$ cat config.mk
export PLATFORM = sky130hd
export DESIGN_NAME = simon_sequence_engine
export DESIGN_NICKNAME = d
export VERILOG_FILES = /design/src/rtl/simon_sequence_engine.sv
export SDC_FILE = /design/constraint.sdc
export NUM_CORES = 1
export LEC_CHECK = 0
export ABC_AREA = 0
export CAP_MARGIN = 15
export CORE_ASPECT_RATIO = 1.4
export CORE_UTILIZATION = 40
export CTS_BUF_LIST = sky130_fd_sc_hd__clkbuf_4
export DETAILED_ROUTE_END_ITERATION = 8
export GPL_TIMING_DRIVEN = 0
export SETUP_SLACK_MARGIN = 0.15
export SLEW_MARGIN = 10
export SYNTH_ARGS = -nofsm -noshare
export SYNTH_HDL_FRONTEND = slang
export SYNTH_SLANG_ARGS = --single-unit
$ cat constraint.sdc
create_clock -name clk -period 4.1 [get_ports clk]
set_input_delay 0.82 -clock clk [delete_from_list [all_inputs] [get_ports clk]]
set_output_delay 0.82 -clock clk [all_outputs]
set_load 0.005 [all_outputs]
$ cat src/rtl/simon_sequence_engine.sv
// Simon sequence engine: rewinds the game LFSR and replays its colour stream,
// either lighting the LEDs note by note or checking player presses against it.
module simon_sequence_engine #(
    parameter int ON_TICKS       = 3,
    parameter int OFF_TICKS      = 1,
    parameter int TIMEOUT_TICKS  = 20,
    parameter int STEPS_PER_NOTE = 2,
    parameter int LEN_W          = 5
) (
    input  logic             clk,
    input  logic             reset,
    input  logic             tick,
    input  logic             start_show,
    input  logic             start_check,
    input  logic [LEN_W-1:0] length,
    input  logic [1:0]       random_bits,
    input  logic             btn_valid,
    input  logic [1:0]       btn_color,
    output logic             lfsr_step,
    output logic             lfsr_rerun,
    output logic [3:0]       led,
    output logic             busy,
    output logic             done,
    output logic             pass,
    output logic             fail
);
    localparam int CNT_MAX0 = (ON_TICKS > OFF_TICKS) ? ON_TICKS : OFF_TICKS;
    localparam int CNT_MAX1 = (CNT_MAX0 > TIMEOUT_TICKS) ? CNT_MAX0 : TIMEOUT_TICKS;
    localparam int CNT_MAX  = (CNT_MAX1 > STEPS_PER_NOTE) ? CNT_MAX1 : STEPS_PER_NOTE;
    localparam int CNT_W    = $clog2(CNT_MAX + 1);

    typedef enum logic [2:0] {IDLE, RERUN, LOAD, ON, OFF, WAIT, ADV} state_t;

    state_t           state;
    logic             mode_check;
    logic [LEN_W-1:0] len_q;
    logic [LEN_W-1:0] idx;
    logic [1:0]       colour;
    logic [CNT_W-1:0] cnt;
    logic             last_note;

    // len_q is at least 1 whenever this is consulted, so the subtraction never wraps
    assign last_note = (idx == len_q - LEN_W'(1));

    always_ff @(posedge clk) begin
        if (reset) begin
            state      <= IDLE;
            mode_check <= 1'b0;
            len_q      <= '0;
            idx        <= '0;
            colour     <= '0;
            cnt        <= '0;
            lfsr_step  <= 1'b0;
            lfsr_rerun <= 1'b0;
            led        <= '0;
            busy       <= 1'b0;
            done       <= 1'b0;
            pass       <= 1'b0;
            fail       <= 1'b0;
        end else begin
            lfsr_step  <= 1'b0;
            lfsr_rerun <= 1'b0;
            done       <= 1'b0;
            pass       <= 1'b0;
            fail       <= 1'b0;
            case (state)
                IDLE: begin
                    if (start_show || start_check) begin
                        mode_check <= !start_show;
                        len_q      <= length;
                        idx        <= '0;
                        if (length == '0) begin
                            done <= start_show;
                            pass <= !start_show;
                        end else begin
                            state      <= RERUN;
                            lfsr_rerun <= 1'b1;
                            busy       <= 1'b1;
                        end
                    end
                end
                RERUN: state <= LOAD;
                LOAD: begin
                    colour <= random_bits;
                    cnt    <= '0;
                    if (mode_check) begin
                        state <= WAIT;
                    end else begin
                        state <= ON;
                        led   <= 4'b0001 << random_bits;
                    end
                end
                ON: begin
                    if (tick) begin
                        if (cnt == CNT_W'(ON_TICKS - 1)) begin
                            state <= OFF;
                            cnt   <= '0;
                            led   <= '0;
                        end else begin
                            cnt <= cnt + CNT_W'(1);
                        end
                    end
                end
                OFF: begin
                    if (tick) begin
                        if (cnt == CNT_W'(OFF_TICKS - 1)) begin
                            cnt <= '0;
                            if (last_note) begin
                                state <= IDLE;
                                done  <= 1'b1;
                                busy  <= 1'b0;
                            end else begin
                                state     <= ADV;
                                lfsr_step <= 1'b1;
                            end
                        end else begin
                            cnt <= cnt + CNT_W'(1);
                        end
                    end
                end
                WAIT: begin
                    // a press in the same cycle as the timeout tick takes precedence
                    if (btn_valid) begin
                        if (btn_color != colour) begin
                            state <= IDLE;
                            fail  <= 1'b1;
                            busy  <= 1'b0;
                        end else if (last_note) begin
                            state <= IDLE;
                            pass  <= 1'b1;
                            busy  <= 1'b0;
                        end else begin
                            state     <= ADV;
                            lfsr_step <= 1'b1;
                            cnt       <= '0;
                        end
                    end else if (tick) begin
                        if (cnt == CNT_W'(TIMEOUT_TICKS - 1)) begin
                            state <= IDLE;
                            fail  <= 1'b1;
                            busy  <= 1'b0;
                        end else begin
                            cnt <= cnt + CNT_W'(1);
                        end
                    end
                end
                ADV: begin
                    // lfsr_step was raised on entry; keep it up until STEPS_PER_NOTE cycles elapse
                    if (cnt == CNT_W'(STEPS_PER_NOTE - 1)) begin
                        state <= LOAD;
                        idx   <= idx + LEN_W'(1);
                        cnt   <= '0;
                    end else begin
                        cnt       <= cnt + CNT_W'(1);
                        lfsr_step <= 1'b1;
                    end
                end
                default: state <= IDLE;
            endcase
        end
    end
endmodule

# After elaboration in Yosys (flattened, before gate mapping)
# Cells that the tools add are included.
[op_classes] add_sub_neg=3 eq_ne=24 shift=1 mux=65 bitwise_logic=3 n_reduce_logical=17
[op_table] cell="$mux W5" count=12
[op_table] cell="$mux W3" count=13
[op_table] cell="$mux W1" count=29
[op_table] cell="$pmux W5 S5" count=1
[op_table] cell="$pmux W3 S7" count=1
[op_table] cell="$ne A2 B2 Y1 const B" count=8
[op_table] cell="$ne A3 B3 Y1 const B" count=5
[op_table] cell="$reduce_and A7 Y1" count=2
[op_table] cell="$mux W4" count=3
[op_table] cell="$add A5 B1 Y5 const B" count=2
[op_table] cell="$logic_not A5 Y1" count=2
[op_table] cell="$pmux W5 S2" count=1
[op_table] cell="$eq A3 B3 Y1 const B" count=3
[op_table] cell="$reduce_and A9 Y1" count=1
[op_table] cell="$pmux W4 S2" count=1
[op_table] cell="$eq A3 B2 Y1 const B" count=2
[op_table] cell="$pmux W1 S3" count=2
[op_table] cell="$eq A5 B1 Y1 const B" count=1
[op_table] cell="$eq A5 B2 Y1 const B" count=1
[op_table] cell="$eq A5 B5 Y1" count=1
[op_table] cell="$eq A5 B5 Y1 const B" count=1
[op_table] cell="$reduce_bool A5 Y1" count=1
[op_table] cell="$sub A5 B1 Y5 const B" count=1
[op_table] cell="$pmux W1 S2" count=2
[op_table] cell="14 further kinds" count=17
[word_totals] ff_bits=31 inputBits=15 out_inout_bits=10 elab_cells=126

# Logic depth before layout (Yosys ltp)
# Gate-level depths: netlist (run 1).
[logic_depth] word_depth=6 ltp_mapped=8 ltp_nobuf=7

# Worst setup path after synthesis (run 1)
# Ideal clock, no wire load.
[synth_path] kind="input to register" start="in length[1]" end="reg state[0]" setup_time_ns=0.121 arrival_ns=2.019 required_ns=3.979 path_slack_ns=1.960 path_stages=5 n_path_buf=0 path_cell_list="or4_1 o22ai_1 a211o_1 nor3_1 mux2_2"
[synth_between] elab_chain_len=3
[synth_rtl] item="from (decl)" line="15" text="input logic [LEN_W-1:0] length,"
[synth_rtl] item="$logic_not A5 Y1" line="72" text="if (length == '0) begin"
[synth_rtl] item="$ne A2 B2 Y1 (no line)"
[synth_rtl] item="$reduce_and A9 Y1 (no line)"
[synth_rtl] item="to (signal assigned)" line="76" text="state <= RERUN;"
[synth_rtl] item="to (signal assigned)" line="82" text="RERUN: state <= LOAD;"
[synth_rtl] item="to (signal assigned)" line="87" text="state <= WAIT;"
[synth_rtl] item="to (decl)" line="34" text="state_t state;"
# Every way passes these cells.
# A chain may end at the register's enable or synchronous reset.

# Worst setup path in the final report (run 1)
# Same ends and word-level chain as after synthesis.

==> results_dict.tcl, run 1 <==
set metrics [dict create \
    outcome "finished, final reports clean" \
    place_hpwl_um 3481 \
    internal_power_mw 0.6941 \
    place_ws_ns 1.339 \
    sink_count 31 \
    met1_usage_pct 23.44 \
    power.switching_fraction_pct 40.37 \
    number_of_flops_mapped_to_enable_cells_by_yosys 0 \
    design.portCount 25 \
    synthesis.instances 227 \
    core_region_area_um2 4499 \
    rsz0062_at_grt "no" \
    crit_path_largest_cell_delay_ns 0.55 \
    synth_cell_types 50 \
    final_nets 278 \
    drt-wirelength-per-cell_um 14.63 \
    postSynthAreaPerCell_um2 8.180 \
    post_synth_instance_area_um2 1857 \
    globalRouteMet2Util_pct 37.08 \
    yosys_warnings 0 \
    global_route.overflow_total 0 \
    cts-hold-fix-buffers 0 \
    final-max-slew-violation-count 0 \
    grt_antenna_before_repair 0 \
    multi_input_comb_area_um2 1144 \
    setup_tns_ns 0 \
    busiest_layer "met2" \
    post_cts_setup_buffer_count 0 \
    post_synth_main_area_contributors "dfxtp_1 33%, a21oi_1 5.1%, ha_1 4.0%, nand2_1 3.8%, nor2_1 3.0%" \
    postPlaceCellArea_um2 2165 \
    ctsHtreeMaxLevel 2 \
    power.ir.vdd_worst_mv 0.2251 \
    fp.dieArea_um2 4922 \
    hp-class "register to register" \
    final-setup-viol-count 0 \
    worst-path-max-fanout 3 \
    maxSlewHeadroom_pct 55.69 \
    first_global_vias 1721 \
    dominantRegCellSynth "dfxtp_1" \
    routed_via_density 5.594 \
    number_of_placement_rows 29 \
    post-layout-total-power_mw 1.164 \
    dr_total_vias 1790 \
    async_reset_ff_share_pct 0 \
    critical_path.slowest_cell "or4_1" \
    critPathTopFamily "simple AND/OR/NAND/NOR gates" \
    cp_cell_sequence "clkdlybuf4s50_1, or4_1, o22ai_1, a211o_1, nor3_1, mux2_2" \
    die_height_um 82.62 \
    critical_path.startpoint_type "primary input" \
    cts_root_buffer "clkbuf_4" \
    worst_pin_slew_ns 0.6577 \
    route.antenna.remaining_nets 0 \
    share_of_the_synthesized_area_in_the_top_cell_type_pct 33.42 \
    cts_inserted_buffers 5 \
    cts_resized 0 \
    grt_max_degree 11 \
    postRouteWirelength_um 4681 \
    finalHoldViolCount 0 \
    worstSetupEndpointType "register" \
    track_usage_pct 21.01 \
    cell_with_the_most_instances_after_synthesis "dfxtp_1" \
    layout.cell_area.non_filler_um2 2241 \
    grt_pass1_wl_um 7714 \
    power_frac_seq_pct 34.0 \
    cap_viol_max_count 0 \
    tritoncts "done" \
    worst_setup_margin_ns 1.707 \
    cp.arrival_ns 2.65 \
    post_route_cells_drive_above_1_share_pct 8.140 \
    syn2layout_area_growth_pct 20.69 \
    drt_pass1_iterations 4 \
    worst_setup_hold_path_clk_slew_ns 0.11 \
    powerDensity_nw_per_um2 519.4 \
    drt-initial-drc-count 104 \
    port_buffers 23 \
    finalHoldWorstSlack_ns 0.4816 \
    fin_crit_sh_pct 58.36 \
    fillCellCount 480 \
    seq_area_um2 620.6 \
    fp.dieW_um 59.58 \
    achievable-frequency_ghz 0.4179 \
    worst-setup-path-type "primary input to register" \
    critPathBufInv 1 \
    groute.layer.met3.usage_pct 4.517 \
    power.combinational.fraction_pct 45.3 \
    gp_congestion 0.8546 \
    skew_ns 0.01238 \
    power.leakage_nw 0.7977 \
    netlist_top_cells_count "31 x dfxtp_1, 19 x a21oi_1, 19 x nand2_1" \
    initial_utilization_pct 41.27 \
    antenna_cells_inserted 0 \
    ys_seq_elements 31 \
    cts.path.max_buffers 2 \
    net_count_synth 248 \
    critPathRequiredTime_ns 4.36 \
    synth_largest_area_cell "dfxtp_1" \
    clk_latency_ns 0.35 \
    switching_power_mw 0.4699 \
    synth_seq_area_share_pct 33.42 \
    finalWorstPathRequiredPeriod_ns 2.393 \
    power.clock.fraction_pct 20.6 \
    remaining_drc_errors 0 \
]
==> path summary, 6_finish.rpt <==
kind / cells past startpoint / slack [ns] / start / to
setup reg to reg: 7 / 1.85 / len_q[0]$_SDFFE_PP0P_ / busy$_SDFFE_PP0P_
setup / recovery: 6 / 1.71 / length[1] / state[0]$_SDFFE_PP0P_
hold / removal: 2 / 0.48 / len_q[1]$_SDFFE_PP0P_ / len_q[1]$_SDFFE_PP0P_
hold reg to reg: 2 / 0.48 / len_q[1]$_SDFFE_PP0P_ / len_q[1]$_SDFFE_PP0P_
==> registers in the layout, summed over array words and instances, names as in the netlist, 2 cells and up <==
name and flops:
colour 2, idx 5, led 4, state 3
len_q 5, cnt 5
==> logic make-up after synthesis <==
| kind of cell | after synthesis | synth area share [%] |
|---|---|---|
| fa+ha+maj | 6 | 4.043 |
| xor+xnor | 12 | 5.660 |
| mux | 3 | 1.685 |
| simple gates | 89 | 27.43 |
| compound gates | 63 | 22.78 |
| flops | 31 | 33.42 |
| buf+inv | 23 | 4.987 |
==> per-stage QoR <==
step | cells | util (%)
finish | 320 | 49.81
global route | 320 | 49.81
CTS | 320 | 49.81
detailed placement | 312 | 48.11
global placement | 312 | 48.11
floorplan | 227 | -
==> power by group through the flow <==
stage | Sequential [mW] | Clock [mW] | Combinational (mW)
after CTS | 0.395 | 0.245 | 0.526
after detailed placement | 0.402 | 0 | 0.523
after global routing | 0.401 | 0.261 | 0.593
final | 0.396 | 0.240 | 0.528
after global placement | 0.401 | 0 | 0.525
after floorplan | 0.391 | 0 | 0.388
==> per-layer routing <==
metal / part of all wire (%) / wire, um / up-vias
met3: 5.2 / 244 / 14
met5: 0 / 0 / -
met4: 3.4 / 157 / 0
li1: - / - / 894
met1: 43 / 2008 / 813
met2: 49 / 2271 / 69
==> layout make-up <==
type,count,share of cell area (%)
plain buffers,13,2.457
flip-flops and latches,31,27.69
well taps,62,3.462
clock inverters,3,1.731
clock buffers,5,1.675
repair buffers,23,10.27
inverters,10,1.675
multi-input cells,173,51.03
==> worst reg2reg max path, cell delays in order (launching register included) <==
cell and delay, ns:
dfxtp_1 0.44, inv_1 0.07, ha_1 0.30, xor2_1 0.13
o211ai_1 0.14, a211o_1 0.42, a2111oi_0 0.53, o21bai_1 0.10
==> cell usage in the layout, fill, tap and decap left out, types with 3 or more instances in the layout <==
master,Yosys,layout
dfxtp_1,31,31
clkdlybuf4s50_1,0,23
a21oi_1,19,19
nand2_1,19,19
nor2_1,15,15
nor3_1,11,11
inv_1,10,10
o21ai_0,9,9
clkbuf_1,8,8
xnor2_1,6,6
xor2_1,6,6
nand2b_1,6,6
nand4_1,6,6
ha_1,6,6
buf_2,5,5
nand3b_1,5,5
clkbuf_4,0,5
o22ai_1,4,4
o32ai_1,4,4
a211oi_1,4,4
nand3_1,4,4
a211o_1,3,3
a2111oi_0,3,3
a21o_1,3,3
Note: power is estimated with default switching activity, not from simulation.
==> inputs of run 2 (changes only) <==
Clock period 4.1 ns to 2.5 ns, I/O delays scaled along.
==> run 2 against run 1 <==
Net effect:
- utilization up 0.14 points
- total power up 65%
- critical path depth stayed put
- register-to-register slack got worse by 1.5 ns
- hold slack is essentially flat
- non-clock buffer count is the same
- critical path type is now register to register
- largest power group unchanged
==> results_dict.tcl, run 2 (same netlist as run 1, synthesis figures left out) <==
set metrics [dict create \
    outcome "finished, final reports clean" \
    power.ir.vdd_worst_mv 0.3710 \
    gp_congestion 0.8546 \
    powerDensity_nw_per_um2 855.5 \
    achievable-frequency_ghz 0.4721 \
    power.leakage_nw 0.7993 \
    post_cts_setup_buffer_count 0 \
    final-max-slew-violation-count 0 \
    tritoncts "done" \
    remaining_drc_errors 0 \
    maxSlewHeadroom_pct 55.36 \
    fillCellCount 479 \
    core_region_area_um2 4499 \
    worst_pin_slew_ns 0.6626 \
    power.clock.fraction_pct 20.4 \
    cp.arrival_ns 2.37 \
    first_global_vias 1721 \
    internal_power_mw 1.148 \
    worst-path-max-fanout 5 \
    die_height_um 82.62 \
    commonest_non_fill_non_tap_cells_in_the_layout "31 x dfxtp_1, 23 x clkdlybuf4s50_1, 19 x a21oi_1, 19 x nand2_1, 15 x nor2_1" \
    ctsHtreeMaxLevel 2 \
    design.portCount 25 \
    skew_ns 0.01280 \
    hp-class "register to register" \
    fp.dieW_um 59.58 \
    dr_total_vias 1790 \
    finalHoldViolCount 0 \
    biggest_registers_after_layout "cnt: 5 flops, idx: 5 flops, len_q: 5 flops" \
    drt_pass1_iterations 4 \
    cap_viol_max_count 0 \
    cts_root_buffer "clkbuf_4" \
    antenna_cells_inserted 0 \
    grt_antenna_before_repair 0 \
    rsz0062_at_grt "no" \
    number_of_placement_rows 29 \
    place_hpwl_um 3481 \
    cts-hold-fix-buffers 0 \
    track_usage_pct 21.01 \
    power_frac_seq_pct 33.7 \
    grt_max_degree 11 \
    power.switching_fraction_pct 40.29 \
    worst_setup_margin_ns 0.3819 \
    route.antenna.remaining_nets 0 \
    finalWorstPathRequiredPeriod_ns 2.118 \
    postRouteWirelength_um 4671 \
    critPathRequiredTime_ns 2.75 \
    cts_inserted_buffers 5 \
    worstSetupEndpointType "register" \
    seq_area_um2 620.6 \
    global_route.overflow_total 0 \
    cts.path.max_buffers 2 \
    mostFrequentLayoutCell "dfxtp_1" \
    switching_power_mw 0.7746 \
    worst-setup-path-type "register to register" \
    grt_pass1_wl_um 7714 \
    place_ws_ns 0.05923 \
    fp.dieArea_um2 4922 \
    sink_count 31 \
    syn2layout_area_growth_pct 21.02 \
    port_buffers 23 \
    final-setup-viol-count 0 \
    critical_path.startpoint_type "register" \
    initial_utilization_pct 41.27 \
    setup_tns_ns 0 \
    drt-initial-drc-count 100 \
    worst_setup_hold_path_clk_slew_ns 0.11 \
    drt-wirelength-per-cell_um 14.60 \
    clk_latency_ns 0.35 \
    multi_input_comb_area_um2 1150 \
    power.combinational.fraction_pct 45.9 \
    final_nets 278 \
    post_route_cells_drive_above_1_share_pct 8.527 \
    fin_crit_sh_pct 84.72 \
    routed_via_density 5.594 \
]
run 2: cell count changes in the layout (fill, tap and decap cells not counted):
cell / before / now
a2111oi_0: 3 / 2
a2111oi_2: 1 / 2
run 2: through the flow:
stage / area, um2 / power [mW] / hold slack, ns / utilization, % / cells
CTS: 2241 / 1.913 / 0.4834 / 49.81 / 320
global placement: 2165 / 1.519 / 0.4650 / 48.11 / 312
global route: 2247 / 2.073 / 0.5166 / 49.94 / 320
finish: 2247 / 1.923 / 0.4816 / 49.94 / 320
detailed placement: 2165 / 1.517 / 0.4691 / 48.11 / 312
floorplan: 1857 / 1.277 / 0.4494 / - / 227
run 2: final timing paths:
kind	start	endpoint	slack, ns	depth (start not counted)
max	cnt[1]$_SDFFE_PP0P_	state[0]$_SDFFE_PP0P_	0.38	6
min	len_q[1]$_SDFFE_PP0P_	len_q[1]$_SDFFE_PP0P_	0.48	2
max reg2reg	cnt[1]$_SDFFE_PP0P_	state[0]$_SDFFE_PP0P_	0.38	6
min reg2reg	len_q[1]$_SDFFE_PP0P_	len_q[1]$_SDFFE_PP0P_	0.48	2
run 2: area by class of cell:
cell class,instances,share of cell area (%)
plain buffers,13,2.450
clock buffers,5,1.670
clock inverters,3,1.726
inverters,10,1.670
multi-input cells,173,51.17
flip-flops and latches,31,27.62
well taps,62,3.452
repair buffers,23,10.24
run 2: power groups by stage:
| stage | combinational, mW | clock [mW] | sequential [mW] |
|---|---|---|---|
| 6_report | 0.882 | 0.392 | 0.648 |
| 5_1_grt | 0.987 | 0.428 | 0.657 |
| 4_1_cts | 0.863 | 0.402 | 0.648 |
| 3_5_place_dp | 0.858 | 0 | 0.659 |
| 3_3_place_gp | 0.861 | 0 | 0.658 |
| 2_1_floorplan | 0.636 | 0 | 0.641 |
run 2: timing repair:
action | 4_1_cts | 5_1_grt
endpoints found under the hold margin | 0 | 0
endpoints found under the setup margin | 0 | 1
resized for setup | 0 | 2
run 2: worst max-delay path, cell delays in order, from the launching register on:
cell      delay, ns
dfxtp_1        0.42
ha_1           0.25
and4bb_2       0.28
o32ai_1        0.11
a211o_1        0.29
nor3_1         0.30
mux2_2         0.37
run 2: routing by layer:
metal	part of all wire, %	GRT usage (%)	vias to the layer above
met3	4.4	4.517	14
met1	43	23.44	820
met5	0	0	-
met4	3.1	10.47	0
met2	49	37.08	61
li1	-	-	895
==> inputs of run 3 (changes only) <==
Clock period 2.5 ns to 1.75 ns, I/O delays scaled along.
==> run 3 against run 2 <==
Net effect:
- first-iteration DRC count is 49% lower
- global-route usage grew 2.2 points
- the run now ends with setup timing left
- sequential power is 46% higher
- register-to-register slack got worse by 0.54 ns
- largest power group unchanged
- combinational power is 98% higher
- non-clock buffer count up 16
- via count is 3.7% higher
- clock skew is 0.0053 ns lower
- critical endpoint is now cnt[4]$_SDFFE_PP0P_
==> results_dict.tcl, run 3 (same netlist as run 1, synthesis figures left out) <==
set metrics [dict create \
    finalHoldViolCount 0 \
    worst_hold_path.num_cells 2 \
    core_region_area_um2 4499 \
    post_route_cells_drive_above_1_share_pct 29.20 \
    post-route-util_pct 59.26 \
    cts_root_buffer "clkbuf_4" \
    worst_setup_margin_ns -0.1577 \
    die_height_um 82.62 \
    critPathBufInv 3 \
    post-layout-total-power_mw 3.250 \
    dr_total_vias 1857 \
    crit_path_largest_cell_delay_ns 0.51 \
    critical_path.reg2reg.endpoint "cnt[4]$_SDFFE_PP0P_" \
    total_length_of_routed_met2_wires_um 2793 \
    worst_setup_hold_path_clk_slew_ns 0.11 \
    critical_path.slowest_cell "or4_1" \
    remaining_drc_errors 0 \
    m1WireLength_um 2174 \
    ctsHtreeMaxLevel 2 \
    track_usage_pct 23.16 \
    critPathRequiredTime_ns 1.96 \
    sink_count 31 \
    drt-wirelength-per-cell_um 15.59 \
    final-setup-viol-count 10 \
    cts.path.max_buffers 2 \
    drt-initial-drc-count 51 \
    power.leakage_nw 0.9463 \
    power.ir.vdd_worst_mv 0.5656 \
    achievable-frequency_ghz 0.5242 \
    finalWorstPathRequiredPeriod_ns 1.908 \
    ff2ff_setup_slack_ns -0.16 \
    fp.dieW_um 59.58 \
    commonest_non_fill_non_tap_cells_in_the_layout "23 x dfxtp_1, 23 x clkdlybuf4s50_1, 19 x nand2_1" \
    tritoncts "done" \
    powerDensity_nw_per_um2 1219 \
    top_layer "met4" \
    cap_viol_max_count 0 \
    first_global_vias 1816 \
    wl_met3_um 167 \
    fp.dieArea_um2 4922 \
    postPlaceCellArea_um2 2270 \
    routed_via_density 5.527 \
    initial_utilization_pct 41.27 \
    critPathTopFamily "simple AND/OR/NAND/NOR gates" \
    antenna_cells_inserted 0 \
    biggest_registers_after_layout "cnt: 5 flops, idx: 5 flops, len_q: 5 flops" \
    grt_max_degree 11 \
    grt_pass1_wl_um 8452 \
    syn2layout_area_growth_pct 43.60 \
    fin_crit_sh_pct 109.0 \
    global_route.overflow_total 0 \
    maxSlewHeadroom_pct 57.56 \
    cp_cell_sequence "inv_4, buf_4, ha_1, a21oi_2, or4_1, buf_6, a211oi_2, o32ai_1" \
    place_hpwl_um 3586 \
    cp.arrival_ns 2.12 \
    drt_pass1_iterations 4 \
    skew_ns 0.007463 \
    outcome "complete, but fails checks" \
    cts_inserted_buffers 5 \
    critical_path.startpoint_type "register" \
    port_buffers 23 \
    hp-class "register to register" \
    final-max-slew-violation-count 0 \
    worst-path-max-fanout 6 \
    grt_antenna_before_repair 0 \
    min_delay_worst_endpoint "busy$_SDFFE_PP0P_" \
    number_of_placement_rows 29 \
    postRouteWirelength_um 5238 \
    rsz0062_at_grt "yes" \
    layout.cell_area.non_filler_um2 2666 \
    design.portCount 25 \
    reg2regPathDepth 8 \
    failed_checks "setup timing" \
    worstSetupEndpointType "register" \
    gp_congestion 0.8168 \
    rr_startpoint "cnt[1]$_SDFFE_PP0P_" \
    worst_pin_slew_ns 0.6366 \
    worst-setup-path-type "register to register" \
    route.antenna.remaining_nets 0 \
    final_nets 294 \
    finalHoldWorstSlack_ns 0.4835 \
    hp-start "busy$_SDFFE_PP0P_" \
    clk_latency_ns 0.34 \
]
-- run 3: cell count changes in the layout (fill, tap and decap cells not counted), moves of 4 or more --
cell     delta
buf_6       +7
ha_1        -4
dfxtp_1     -8
dfxtp_4     +4
inv_1       -4
dfxtp_2     +4
a21oi_1     -4
ha_4        +4
a21oi_2     +4
buf_4      +12
-- run 3: worst max path at each step --
stage	start	endpoint	slack, ns	depth (start not counted)
after detailed placement	length[1]	state[0]$_SDFFE_PP0P_	-0.53	6
final	cnt[1]$_SDFFE_PP0P_	cnt[4]$_SDFFE_PP0P_	-0.16	8
after floorplan	cnt[0]$_SDFFE_PP0P_	cnt[0]$_SDFFE_PP0P_	-0.07	8
after CTS	cnt[0]$_SDFFE_PP0P_	state[0]$_SDFFE_PP0P_	-0.20	7
after global placement	length[1]	state[0]$_SDFFE_PP0P_	-0.54	6
after global routing	len_q[1]$_SDFFE_PP0P_	cnt[4]$_SDFFE_PP0P_	-0.26	9
-- run 3: final cells by class --
type | count | area (um2)
Timing Repair Buffer | 39 | 365.4
Tap cell | 62 | 77.57
Fill cell | 432 | 1833
Multi-Input combinational cell | 173 | 1374
Buffer | 13 | 90.09
Clock buffer | 5 | 37.54
Inverter | 10 | 42.54
Sequential cell | 31 | 640.6
Clock inverter | 3 | 38.79
-- run 3: tightest hold or removal path, cell delays in order (launching register included) --
cell and delay [ns]:
dfxtp_2 0.33, nand2b_1 0.06, o21bai_1 0.06
-- run 3: power breakdown --
part	total, mW	internal, mW	switching [mW]	leakage [nW]
Sequential	0.946	0.842	0.104	0.257
Clock	0.556	0.294	0.263	0.0426
Combinational	1.75	0.812	0.937	0.647
-- run 3: repair_timing --
item | CTS | global route
hold buffers | 0 | 0
gates cloned | 0 | 0
resized for setup | 33 | 20
pin swaps | 13 | 13
buffers inserted | 16 | 0
setup endpoints to repair | 29 | 30
-- run 3: stage by stage --
stage	instances	worst slack, ns	TNS (ns)
2_1_floorplan	227	-0.07041	-0.3330
3_3_place_gp	312	-0.5393	-7.125
3_5_place_dp	312	-0.5252	-7.057
4_1_cts	336	-0.2032	-1.369
5_1_grt	336	-0.2604	-2.165
6_report	336	-0.1577	-1.097
-- run 3: layer usage --
| metal | GRT usage, % | vias up |
|---|---|---|
| met2 | 42.92 | 39 |
| met3 | 4.206 | 7 |
| met1 | 25.50 | 883 |
| met5 | 0 | - |
| met4 | 9.302 | 0 |
| li1 | - | 928 |
